$ cat config.mk
export PLATFORM = sky130hd
export DESIGN_NAME = mu0_flags_reg
export DESIGN_NICKNAME = d
export VERILOG_FILES = /design/src/rtl/mu0_flags_reg.sv
export SDC_FILE = /design/constraint.sdc
export NUM_CORES = 1
export LEC_CHECK = 0
export ABC_AREA = 1
export CAP_MARGIN = 5
export CORE_MARGIN = 1.5
export CORE_UTILIZATION = 61
export CTS_CLUSTER_DIAMETER = 80
export DETAILED_ROUTE_END_ITERATION = 10
export DONT_BUFFER_PORTS = 1
export HOLD_SLACK_MARGIN = 0.15
export PLACE_DENSITY = 0.77
export SETUP_SLACK_MARGIN = 0.15
export SLEW_MARGIN = 0
export SYNTH_ARGS = -nofsm -noshare
export SYNTH_HDL_FRONTEND = slang
export SYNTH_SLANG_ARGS = --single-unit
export TNS_END_PERCENT = 100
$ cat constraint.sdc
create_clock -name clk -period 3.4 [get_ports clk]
set_clock_uncertainty 0.05 [all_clocks]
set_input_delay 0.34 -clock clk [delete_from_list [all_inputs] [get_ports clk]]
set_output_delay 0.34 -clock clk [all_outputs]
set_load 0.01 [all_outputs]
$ cat src/rtl/mu0_flags_reg.sv
// MU0 condition-flag register: N/Z/C/V capture, LIFO save/restore stack and branch-condition evaluation.
// Optional build macro MU0_FLAGS_STICKY_V_EN makes V sticky across updates.
module mu0_flags_reg #(
    parameter int unsigned WIDTH       = 16,
    parameter int unsigned STACK_DEPTH = 4
) (
    input  logic             clk,
    input  logic             reset_n,
    input  logic [WIDTH-1:0] result,
    input  logic             carry_in,
    input  logic             ovf_in,
    input  logic             update,
    input  logic             flags_wr,
    input  logic [3:0]       flags_wdata,
    input  logic             save,
    input  logic             restore,
    input  logic             clear_err,
    input  logic [2:0]       cond,
    output logic             cond_true,
    output logic             N,
    output logic             Z,
    output logic             C,
    output logic             V,
    output logic             stack_full,
    output logic             stack_empty,
    output logic             stack_err
);

    localparam int unsigned CW = $clog2(STACK_DEPTH + 1);
    localparam int unsigned IW = (STACK_DEPTH > 1) ? $clog2(STACK_DEPTH) : 1;
    localparam logic [CW-1:0] DEPTH_C   = CW'(STACK_DEPTH);
    localparam logic [3:0]    FLAGS_RST = 4'b0100;

    logic [3:0]    flags_q, flags_d;
    logic [3:0]    stack_q [STACK_DEPTH];
    logic [3:0]    stack_d [STACK_DEPTH];
    logic [CW-1:0] count_q, count_d;
    logic          err_q, err_d;

    logic          push, pop, full, empty, new_err, v_dec;
    logic [IW-1:0] wr_idx, top_idx;
    logic [3:0]    decoded;

    // Stack status and ALU decode; simultaneous save+restore cancels out.
    always_comb begin
        full    = (count_q == DEPTH_C);
        empty   = (count_q == '0);
        push    = save & ~restore;
        pop     = restore & ~save;
        wr_idx  = IW'(count_q);
        top_idx = IW'(count_q - CW'(1));
`ifdef MU0_FLAGS_STICKY_V_EN
        v_dec   = flags_q[0] | ovf_in;
`else
        v_dec   = ovf_in;
`endif
        decoded = {result[WIDTH-1], (result == '0), carry_in, v_dec};
    end

    // Next-state: restore > flags_wr > update > hold; push stores the pre-edge flags.
    always_comb begin
        flags_d = flags_q;
        stack_d = stack_q;
        count_d = count_q;
        new_err = (push & full) | (pop & empty);

        if (pop && !empty) begin
            flags_d = stack_q[top_idx];
            count_d = count_q - CW'(1);
        end else if (flags_wr) begin
            flags_d = flags_wdata;
        end else if (update) begin
            flags_d = decoded;
        end

        if (push && !full) begin
            stack_d[wr_idx] = flags_q;
            count_d         = count_q + CW'(1);
        end

        if (new_err) begin
            err_d = 1'b1;
        end else if (clear_err) begin
            err_d = 1'b0;
        end else begin
            err_d = err_q;
        end
    end

    always_ff @(posedge clk or negedge reset_n) begin
        if (!reset_n) begin
            flags_q <= FLAGS_RST;
            count_q <= '0;
            err_q   <= 1'b0;
            for (int unsigned i = 0; i < STACK_DEPTH; i++) begin
                stack_q[i] <= '0;
            end
        end else begin
            flags_q <= flags_d;
            count_q <= count_d;
            err_q   <= err_d;
            stack_q <= stack_d;
        end
    end

    always_comb begin
        N           = flags_q[3];
        Z           = flags_q[2];
        C           = flags_q[1];
        V           = flags_q[0];
        stack_full  = full;
        stack_empty = empty;
        stack_err   = err_q;
    end

    // Branch condition on the held flags only.
    always_comb begin
        cond_true = 1'b1;
        case (cond)
            3'd0:    cond_true = 1'b1;
            3'd1:    cond_true = flags_q[2];
            3'd2:    cond_true = ~flags_q[2];
            3'd3:    cond_true = ~flags_q[3];
            3'd4:    cond_true = flags_q[3];
            3'd5:    cond_true = flags_q[1];
            3'd6:    cond_true = flags_q[0];
            default: cond_true = ~flags_q[2] & ~flags_q[3];
        endcase
    end

endmodule
# After elaboration in Yosys (flattened, before gate mapping)
# Cells that the tools add are included.
# totals
ff_bits	24
in_bits	32
output_inout_bits	8
wordCells	56
# classes
n_lt_le_gt_ge	3
eq_ne	7
addsub	2
muxes	14
reduce_logical	11
n_bitwise	12
# op_table
cell	n
$mux W4	6
$bwmux W16	1
$logic_not A16 Y1	1
$eq A3 B3 Y1 const B	4
$bmux W4 S2	1
$demux W4 S2	1
$pmux W1 S7	1
$eq A3 B2 Y1 const B	2
$ge A3 B3 Y1 const B	2
$logic_not A3 Y1	2
$mux W3	2
$not A2 Y3	2
$and A1 B1 Y1	5
$not A1 Y1	4
$reduce_bool A2 Y1	2
$add A3 B1 Y3 const B	1
$eq A3 B1 Y1 const B	1
$logic_and A1 B1 Y1	3
$lt A3 B1 Y1 const B	1
$reduce_bool A3 Y1	1
$sub A3 B1 Y3 const B	1
$logic_not A1 Y1	2
$mux W1	2
$or A1 B1 Y1	1

# Depth between registers and ports, before layout
# Gate-level depths: netlist of run 1.
# depth
depth_word	6
ltp_mapped	12
mapped_depth_nobuf	10

# Least setup slack after synthesis of run 1
# Ideal clock, no wire load.
# synth_path
path_kind	flip-flop to flip-flop
from	reg count_q[0]
to	reg flags_q[2]
setup_slack_ns	1.738
path_stages_with_launch	12
t_required_ns	3.275
setup_time_ns	0.075
path_buffers	2
arrival_ns	1.537
path_cell_list	dfrtp_1 > buf_4 > inv_2 > buf_6 > ha_1 > inv_1 > nor2_1 > nor2_2 > a21oi_1 > nand2_1 > nand2_1 > nand2_1
# synth_via
elab_cells_between_ends	10
# synth_rtl
element	line_no	source
start: declaration	37	logic [CW-1:0] count_q, count_d;
start signal: assignment	100	count_q <= count_d;
$logic_not A3 Y1 *	47	empty = (count_q == '0);
named net stack_empty	25	output logic stack_empty,
$logic_not A1 Y1 *	67	if (pop && !empty) begin
$logic_and A1 B1 Y1 *	67	
$reduce_bool A3 Y1 (no line) / $mux W4 (equally long branches)	-	
end signal: assignment	99	flags_q <= flags_d;
end: declaration	34	logic [3:0] flags_q, flags_d;
# Mark *: on every way through the listed nets, which the timed path passes. The rest lies on a longest branch. The select of a mux whose other input is x is not followed.
# A chain may end at the register's enable or synchronous reset.

# Worst setup path in the final report of run 1
# layout_path
from	reg count_q[0]
to	out stack_empty
# layout_via
elab_chain_len	1
# layout_lines
element	line_no
$logic_not A3 Y1	47
end: declaration	25
# Every way passes these cells.

==> impl_metrics.ini, run 1 <==
[power_and_ir_drop]
vdd_drop_max_uv = 485.5
p_per_area_nw_per_um2 = 823.1
power_leakage_nw = 0.7664

[critical_path]
path_class = reg -> out
rr_worst_depth = 9
cp.arrival_ns = 1.66
crit_fanout = 13
r2r_slack_ns = 1.49
worstSetupStartpointType = flip-flop
cpPeakStageDelay_ns = 0.53
cp.required_ns = 3.01
crit_chain = inv_2 > ha_1 > inv_1 > nor2_1
crit_path_end_kind = output pin
slowest_stage = dfrtp_1

[global_route]
grt_pass1_wl_mm = 4.857
track_usage_pct = 25.21
grt_util_met1_pct = 31.79
antenna_found_initial = 0
busiest_layer = met2
grt_max_degree = 25
use_met3_pct = 3.869
grt-ovfl-total = 0
met2_usage_pct = 43.20
first_global_vias = 1153

[sta]
rsz0062_at_grt = no
final-setup-viol-count = 0
setup_ws_ns = 1.347
slew_headroom_pct = 31.71
fin_crit_sh_pct = 60.38
tns_ns = 0
layout_min_cycle_time_ns = 2.053
hold_violations = 0
worstMarginPinSlew_ns = 1.021
slew_violations = 0
max_freq_mhz = 487.1
timing.hold.ws_ns = 0.1815

[finish]
multi_input_area_um2 = 661.9
areaGrowthSynthToFinish_pct = 6.020
drive_gt1_share_pct = 8.466
nFillCells = 184
fin_cells = 217
final_util_pct = 67.39
register_area_um2 = 601.8
antenna_cells = 0
design.final.nets = 227

[logic_synthesis]
ys_seq_area_share_pct = 43.22
synth_area_leaders = dfrtp_1, nand2_1, o21ai_0
ys_ff_latch = 24
synth_cell_type_count = 27
synth_top_area_share_pct = 41.33
synth_cells = 186
syn_avg_cell_area_um2 = 7.487
yosysTopAreaCell = dfrtp_1
synth_fp_nets = 223
synth.cell_area_um2 = 1393
yosysWarnings = 0

[clock_network]
cts_buffers = 3
cts_setup_buffers = 0
cts_tree = built
htreeDepth = 1
clock_sinks = 24
clockRootBuffer = clkbuf_4
cts.path.max_buffers = 2
path_clk_slew_ns = 0.14
clkLatencyLatePin_ns = 0.32

[place]
finalWeightedCongestion = 0.9071
placed_cells = 211
dp_slack_ns = 1.536
hpwl_mm = 2.163
io_buffers = 0

[routing]
dr.pass1.iters = 4
routed_wl_mm = 2.869
routed_via_density = 5.359
drtIter0Drc = 29
ant_nets = 0
wl_per_cell_um = 13.22
drc = 0
vias = 1163

[floorplanning]
rows = 17
die_y_um = 50.78
initial_core_util_pct = 63.56
io_pins = 40
core_um2 = 2191
die_w_um = 50.78
die-area_um2 = 2579

[worst_hold_path]
hold_depth = 2
hold_path_class = in -> reg

[job]
maxCapViolCount = 0

[status]
status = completed
[state kept, by name (all words and copies together), names as in the netlist]
signal,count
stack_q,16
stack_err,1
count_q,3
flags_q,4
[power by group]
part	leakage, nW	switching (mW)	total [mW]	internal, mW
combinational	0.441	0.311	0.483	0.172
sequential	0.298	0.110	0.524	0.414
clock	0.0279	0.0887	0.208	0.119
[metrics by stage]
step	cell area [µm²]	total power, mW
final	1476	1.215
after global routing	1476	1.332
after CTS	1476	1.220
after detailed placement	1404	1.005
after global placement	1404	0.9831
after floorplan	1393	0.9056
[layer usage]
metal	routed length, µm	part of all wire (%)
met1	1289	45
met2	1446	50
met3	109	3.8
met4	24	0.84
met5	0	0
[synthesized netlist by cell type, drive strengths merged]
library cell  count
nand3            14
nand2            60
ha                5
dfrtp            23
nor2             14
or2               1
xor2              2
inv              28
a21oi             2
dfstp             1
a22oi             1
buf               3
nand3b            1
o22ai             1
o221ai            1
o211ai            3
mux2i             1
o21ai            24
o31ai             1
[layout by cell type, fill, tap and decap left out]
cell	netlist	layout
a21oi_1	2	2
a22oi_1	1	1
bufinv_16	0	1
clkbuf_4	0	3
dfrtp_1	23	23
dfstp_2	1	1
dlygate4sd3_1	0	2
ha_1	5	5
inv_1	25	25
inv_2	3	3
mux2i_1	1	1
nand2_1	58	58
nand2_2	1	1
nand2_4	1	1
nand3_1	13	13
nand3_2	1	1
nand3b_1	1	1
nor2_1	12	12
nor2_2	2	2
o211ai_1	3	3
o21ai_0	22	22
o21ai_2	2	2
o221ai_1	1	1
o22ai_1	1	1
o31ai_1	1	1
or2_2	1	1
xor2_1	2	2
[timing repair]
item                       CTS  global route
hold buffers                 2             0
gates resized for setup      0             0
setup endpoints to repair    0             0
hold endpoints to repair    25             0
[path summary, 6_finish.rpt]
kind	from	to
worst max-delay path	count_q[0]$_DFFE_PN0P_	stack_empty
min in group asynchronous	reset_n	stack_q[6]$_DFFE_PN0P_
worst max register to register	count_q[0]$_DFFE_PN0P_	flags_q[2]$_DFFE_PN1P_
max in group asynchronous	reset_n	flags_q[1]$_DFFE_PN0P_
worst min register to register	stack_q[2]$_DFFE_PN0P_	stack_q[2]$_DFFE_PN0P_
worst min-delay path	save	stack_err$_DFFE_PN0P_
[worst max-delay path, delay by kind of cell, from the launching register on]
family	cells	cell delay, ns
flip-flops	1	0.53
buffers and inverters	2	0.31
adder cells (fa/ha/maj)	1	0.26
AND/OR/NAND/NOR	1	0.24
[cell type report]
| class | count | area share, % |
|---|---|---|
| Clock buffer | 3 | 1.525 |
| Clock inverter | 1 | 2.034 |
| Inverter | 28 | 7.119 |
| Multi-Input combinational cell | 131 | 44.83 |
| Sequential cell | 24 | 40.76 |
| Tap cell | 28 | 2.373 |
| Timing Repair Buffer | 2 | 1.356 |
[kinds of logic after synthesis]
group	count (synthesis)	share of synthesized area (%)
and+or+nand+nor	90	27.40
AOI/OAI and AO/OA	33	13.66
buffers and inverters	31	9.254
DFF	24	43.22
adders and majority gates	5	4.492
xor gates and xnor gates	2	1.258
muxes	1	0.7188
No activity file was read; power rests on OpenSTA's default activity.
==> run 2: changes to the inputs <==
==> constraint.sdc (replaced) <==
create_clock -name clk -period 1.89 [get_ports clk]
set_clock_uncertainty 0.05 [all_clocks]
set_input_delay 0.189 -clock clk [delete_from_list [all_inputs] [get_ports clk]]
set_output_delay 0.189 -clock clk [all_outputs]
set_load 0.01 [all_outputs]
==> run 2 against run 1 <==
Net effect: global-route usage grew 6.0 points; final cell count increased by 9.7%; wire length up 27%; non-clock buffer count rose by 21; design area increased by 13%; combinational power increased by 120%; critical endpoint unchanged.
==> impl_metrics.ini, run 2 (synthesized netlist as in run 1, its figures left out) <==
[status]
status = completed

[clock_network]
clkLatencyLatePin_ns = 0.32
htreeDepth = 1
clockRootBuffer = clkbuf_4
cts_tree = built
path_clk_slew_ns = 0.12
cts.path.max_buffers = 2
cts_buffers = 3
clock_sinks = 24

[floorplanning]
initial_core_util_pct = 63.56
core_um2 = 2191
rows = 17
io_pins = 40
die-area_um2 = 2579
die_w_um = 50.78
die_y_um = 50.78

[worst_hold_path]
hold_depth = 4
hold_path_class = in -> reg

[critical_path]
rr_worst_depth = 10
crit_path_end_kind = output pin
crit_fanout = 4
worstSetupStartpointType = flip-flop
cp.required_ns = 1.65
cp.arrival_ns = 1.41
path_class = reg -> out

[sta]
rsz0062_at_grt = no
timing.hold.ws_ns = 0.1732
worstMarginPinSlew_ns = 1.069
fin_crit_sh_pct = 87.47
slew_violations = 0
slew_headroom_pct = 28.51
final-setup-viol-count = 0
layout_min_cycle_time_ns = 1.653
tns_ns = 0
setup_ws_ns = 0.2369
hold_violations = 0
max_freq_mhz = 604.9

[routing]
dr.pass1.iters = 4
drtIter0Drc = 56
drc = 0
wl_per_cell_um = 15.28
vias = 1358
routed_via_density = 5.706
routed_wl_mm = 3.637
ant_nets = 0

[place]
io_buffers = 0
finalWeightedCongestion = 0.8768
placed_cells = 213
place_area_um2 = 1419
dp_slack_ns = 0.2313
hpwl_mm = 2.293

[finish]
final_cell_mix = nand2_1, inv_1, o21ai_0, dfrtp_1, dlygate4sd3_1
design.final.nets = 248
largest_reg_flops = 16
nFillCells = 153
largestRegisters = stack_q: 16 flops, flags_q: 4 flops, count_q: 3 flops
drive_gt1_share_pct = 10.48
antenna_cells = 0
fin_cells = 238
largest_register = stack_q
layout_commonest_cell = nand2_1
final_cell_area_um2 = 1664
areaGrowthSynthToFinish_pct = 19.50

[power_and_ir_drop]
p_seq_share_pct = 42.1
clock_power_share_pct = 10.7
power.internal_mw = 1.212
p_sw_share_pct = 44.91
combPwrFrac_pct = 47.2
p_per_area_nw_per_um2 = 1322
vdd_drop_max_uv = 847.7
power_leakage_nw = 0.8542
p_sw_mw = 0.9881

[global_route]
grt-ovfl-total = 0
grt_max_degree = 25
first_global_vias = 1292
antenna_found_initial = 0
grt_pass1_wl_mm = 5.906
track_usage_pct = 31.25

[job]
maxCapViolCount = 0
-- run 2: area by class of cell --
class / instances / area (µm²) / share of cell area [%]
Clock buffer: 4 / 26.28 / 1.579
Inverter: 28 / 105.1 / 6.316
Timing Repair Buffer: 23 / 225.2 / 13.53
Sequential cell: 24 / 603.1 / 36.24
Tap cell: 28 / 35.03 / 2.105
Multi-Input combinational cell: 131 / 669.4 / 40.23
-- run 2: path summary, 6_finish.rpt --
kind | startpoint | end | slack, ns
hold reg to reg | stack_q[14]$_DFFE_PN0P_ | stack_q[14]$_DFFE_PN0P_ | 0.45
max in group asynchronous | reset_n | count_q[0]$_DFFE_PN0P_ | 0.63
min in group asynchronous | reset_n | stack_q[11]$_DFFE_PN0P_ | 0.45
setup reg to reg | count_q[1]$_DFFE_PN0P_ | flags_q[2]$_DFFE_PN1P_ | 0.32
setup / recovery | count_q[1]$_DFFE_PN0P_ | stack_empty | 0.24
hold / removal | result[15] | flags_q[3]$_DFFE_PN0P_ | 0.17
-- run 2: metrics by stage --
step / util (%) / power, mW
finish: 75.96 / 2.200
global route: 75.96 / 2.383
CTS: 75.10 / 2.143
detailed placement: 64.76 / 1.860
global placement: 64.76 / 1.813
floorplan: - / 1.629
-- run 2: layer usage --
metal	part of all wire [%]	track usage [%]
met3	6.5	4.464
met5	0	0
met1	39	40.19
met2	51	53.51
met4	2.7	11.26
-- run 2: worst max-delay path, cell delays in order, from the launching register on --
cell and delay, ns:
dfrtp_1 0.43, inv_1 0.13, ha_2 0.22, inv_1 0.06, nor2_2 0.12, buf_4 0.14
-- run 2: power by group through the flow --
stage          clock (mW)  combinational, mW  sequential (mW)
6_report            0.235               1.04            0.927
5_1_grt             0.257               1.17            0.960
4_1_cts             0.242              0.958            0.943
3_5_place_dp            0              0.906            0.954
3_3_place_gp            0              0.866            0.947
2_1_floorplan           0              0.746            0.883
-- run 2: timing repair --
action                     4_1_cts  5_1_grt
hold buffers                    20        0
setup endpoints to repair        0       18
buffers inserted                 0        1
hold endpoints to repair        30        0
resized for setup                0        5
==> run 3: changes to the inputs <==
==> constraint.sdc (replaced) <==
create_clock -name clk -period 1.8 [get_ports clk]
set_clock_uncertainty 0.05 [all_clocks]
set_input_delay 0.18 -clock clk [delete_from_list [all_inputs] [get_ports clk]]
set_output_delay 0.18 -clock clk [all_outputs]
set_load 0.01 [all_outputs]
==> run 3 against run 2 <==
Net effect: worst setup slack worse by 0.063 ns; non-clock buffer count is 7 higher; count of clock-buffer cells in the layout is 1 lower; register-to-register slack worse by 0.07 ns; combinational power is 11% higher; die area stayed put; hold slack better by 0.050 ns; via count is 2.7% higher; sequential share of layout area is 2.6 points lower; global-route usage is 4.0 points higher; design area is 7.6% higher; total power is 15% higher; critical endpoint is now flags_q[2]$_DFFE_PN1P_; largest power group unchanged.
==> impl_metrics.ini, run 3 (synthesized netlist as in run 1, its figures left out) <==
[status]
status = completed

[clock_network]
htreeDepth = 1
cts.path.max_buffers = 2
clkLatencyLatePin_ns = 0.32
path_clk_slew_ns = 0.14
clock_sinks = 24
cts_tree = built
cts_buffers = 3
clockRootBuffer = clkbuf_4

[routing]
met3_length_um = 249
routed_wl_mm = 4.058
drtIter0Drc = 86
ant_nets = 0
highest_layer = met4
wl_per_cell_um = 16.56
wl_met1_mm = 1.500
dr_wl_met2_mm = 2.119
vias = 1394
dr.pass1.iters = 5
drc = 0
routed_via_density = 5.690

[sta]
hold_violations = 0
slew_headroom_pct = 29.10
worstMarginPinSlew_ns = 1.060
max_freq_mhz = 614.8
rsz0062_at_grt = yes
final-setup-viol-count = 0
tns_ns = 0
layout_min_cycle_time_ns = 1.627
slew_violations = 0
fin_crit_sh_pct = 90.36

[critical_path]
rr_worst_depth = 8
cp.required_ns = 2.02
crit_buf_inv = 2
cpMostUsedCell = nand2_1
path_class = in -> reg
cpLargestDelayFamily = buffers and inverters
crit_fanout = 1
r2r-start = count_q[1]$_DFFE_PN0P_
worstSetupStartpointType = primary input
crit_start = result[1]
r2r_slack_ns = 0.25
cp.arrival_ns = 1.85
crit_path_end_kind = flip-flop
cpPeakStageDelay_ns = 0.56
crit_chain = dlygate4sd3_1 > nor2_2 > nand2_1 > dlygate4sd3_1 > nor2_1 > nand3b_1 > nand2_1 > nand2_1 > nand2_1
slowest_stage = dlygate4sd3_1
r2r_end = count_q[2]$_DFFE_PN0P_

[finish]
largestRegisters = stack_q: 16 flops, flags_q: 4 flops, count_q: 3 flops
drive_gt1_share_pct = 13.36
largest_reg_flops = 16
nFillCells = 136
largest_register = stack_q
fin_cells = 245
antenna_cells = 0
design.final.nets = 255
final_cell_mix = nand2_1, dlygate4sd3_1, inv_1, dfrtp_1, o21ai_0
final_cell_area_um2 = 1790
areaGrowthSynthToFinish_pct = 28.57
layout_commonest_cell = nand2_1
final_util_pct = 81.72

[power_and_ir_drop]
p_sw_mw = 1.086
p_per_area_nw_per_um2 = 1413
p_seq_share_pct = 38.7
power.internal_mw = 1.445
p_sw_share_pct = 42.90
clock_power_share_pct = 15.7
combPwrFrac_pct = 45.6
power_leakage_nw = 0.9186
vdd_drop_max_uv = 1088

[floorplanning]
die_y_um = 50.78
io_pins = 40
initial_core_util_pct = 63.56
die_w_um = 50.78
core_um2 = 2191
rows = 17
die-area_um2 = 2579

[worst_hold_path]
min_to = flags_q[3]$_DFFE_PN0P_
hold_depth = 4
hold_path_class = in -> reg
hold_start = flags_wr

[place]
place_area_um2 = 1421
hpwl_mm = 2.218
finalWeightedCongestion = 0.8445
io_buffers = 0
placed_cells = 213

[global_route]
grt_pass1_wl_mm = 6.479
grt-ovfl-total = 0
first_global_vias = 1406
grt_max_degree = 25
track_usage_pct = 35.22
antenna_found_initial = 0

[job]
maxCapViolCount = 0
==> run 3: cell count changes in the layout (fill, tap and decap cells not counted), sizes merged <==
cell and delta:
bufinv +1, dlygate4sd3 +6, dlymetal6s4s +1, clkbuf -1
==> run 3: what timing repair did <==
item | CTS | global route
resized for setup | 1 | 15
hold buffers | 27 | 0
buffers inserted | 0 | 1
endpoints found under the hold margin | 30 | 0
setup endpoints to repair | 1 | 19
==> run 3: power by group through the flow <==
stage | logic, mW | clock network, mW | registers, mW
floorplan | 0.788 | 0 | 0.929
global placement | 0.940 | 0 | 0.964
detailed placement | 0.968 | 0 | 0.976
CTS | 1.03 | 0.395 | 0.969
global route | 1.29 | 0.427 | 1.00
finish | 1.15 | 0.397 | 0.979
==> run 3: worst reg2reg max path, cell delays in order, from the launching register on <==
cell,delay (ns)
dfrtp_1,0.41
inv_1,0.12
ha_2,0.23
nand2_1,0.08
nand3_1,0.12
inv_2,0.10
nand2_4,0.13
o21ai_2,0.07
xor2_1,0.14
==> run 3: final cells by class <==
| type | count | area (µm²) | area share (%) |
|---|---|---|---|
| clock buffer | 3 | 22.52 | 1.258 |
| clock inverter | 1 | 30.03 | 1.677 |
| inverter | 28 | 105.1 | 5.870 |
| multi-input combinational | 131 | 698.2 | 38.99 |
| sequential | 24 | 601.8 | 33.61 |
| tap | 28 | 35.03 | 1.957 |
| timing repair buffer | 30 | 297.8 | 16.63 |
==> run 3: how the worst max path moves through the flow <==
| stage | endpoint | slack, ns | cells after the start |
|---|---|---|---|
| finish | flags_q[2]$_DFFE_PN1P_ | 0.17 | 9 |
| global route | flags_q[2]$_DFFE_PN1P_ | 0.09 | 9 |
| CTS | flags_q[2]$_DFFE_PN1P_ | 0.17 | 9 |
| detailed placement | stack_q[6]$_DFFE_PN0P_ | 0.22 | 8 |
| global placement | flags_q[1]$_DFFE_PN0P_ | 0.30 | 8 |
| floorplan | stack_q[15]$_DFFE_PN0P_ | 0.19 | 10 |
==> run 3: layer usage <==
metal	track usage, %	vias to the layer above
li1	-	653
met1	39.65	651
met2	64.47	69
met3	4.762	21
met4	17.57	0
met5	0	-
==> run 3: through the flow <==
stage               power, mW  worst slack [ns]  hold WS, ns
detailed placement      1.944            0.2207      -0.1652
CTS                     2.397            0.1699       0.1572
floorplan               1.716            0.1937      -0.1656
global placement        1.903            0.2984      -0.1650
finish                  2.531            0.1735       0.2231
global route            2.726           0.09365       0.2542
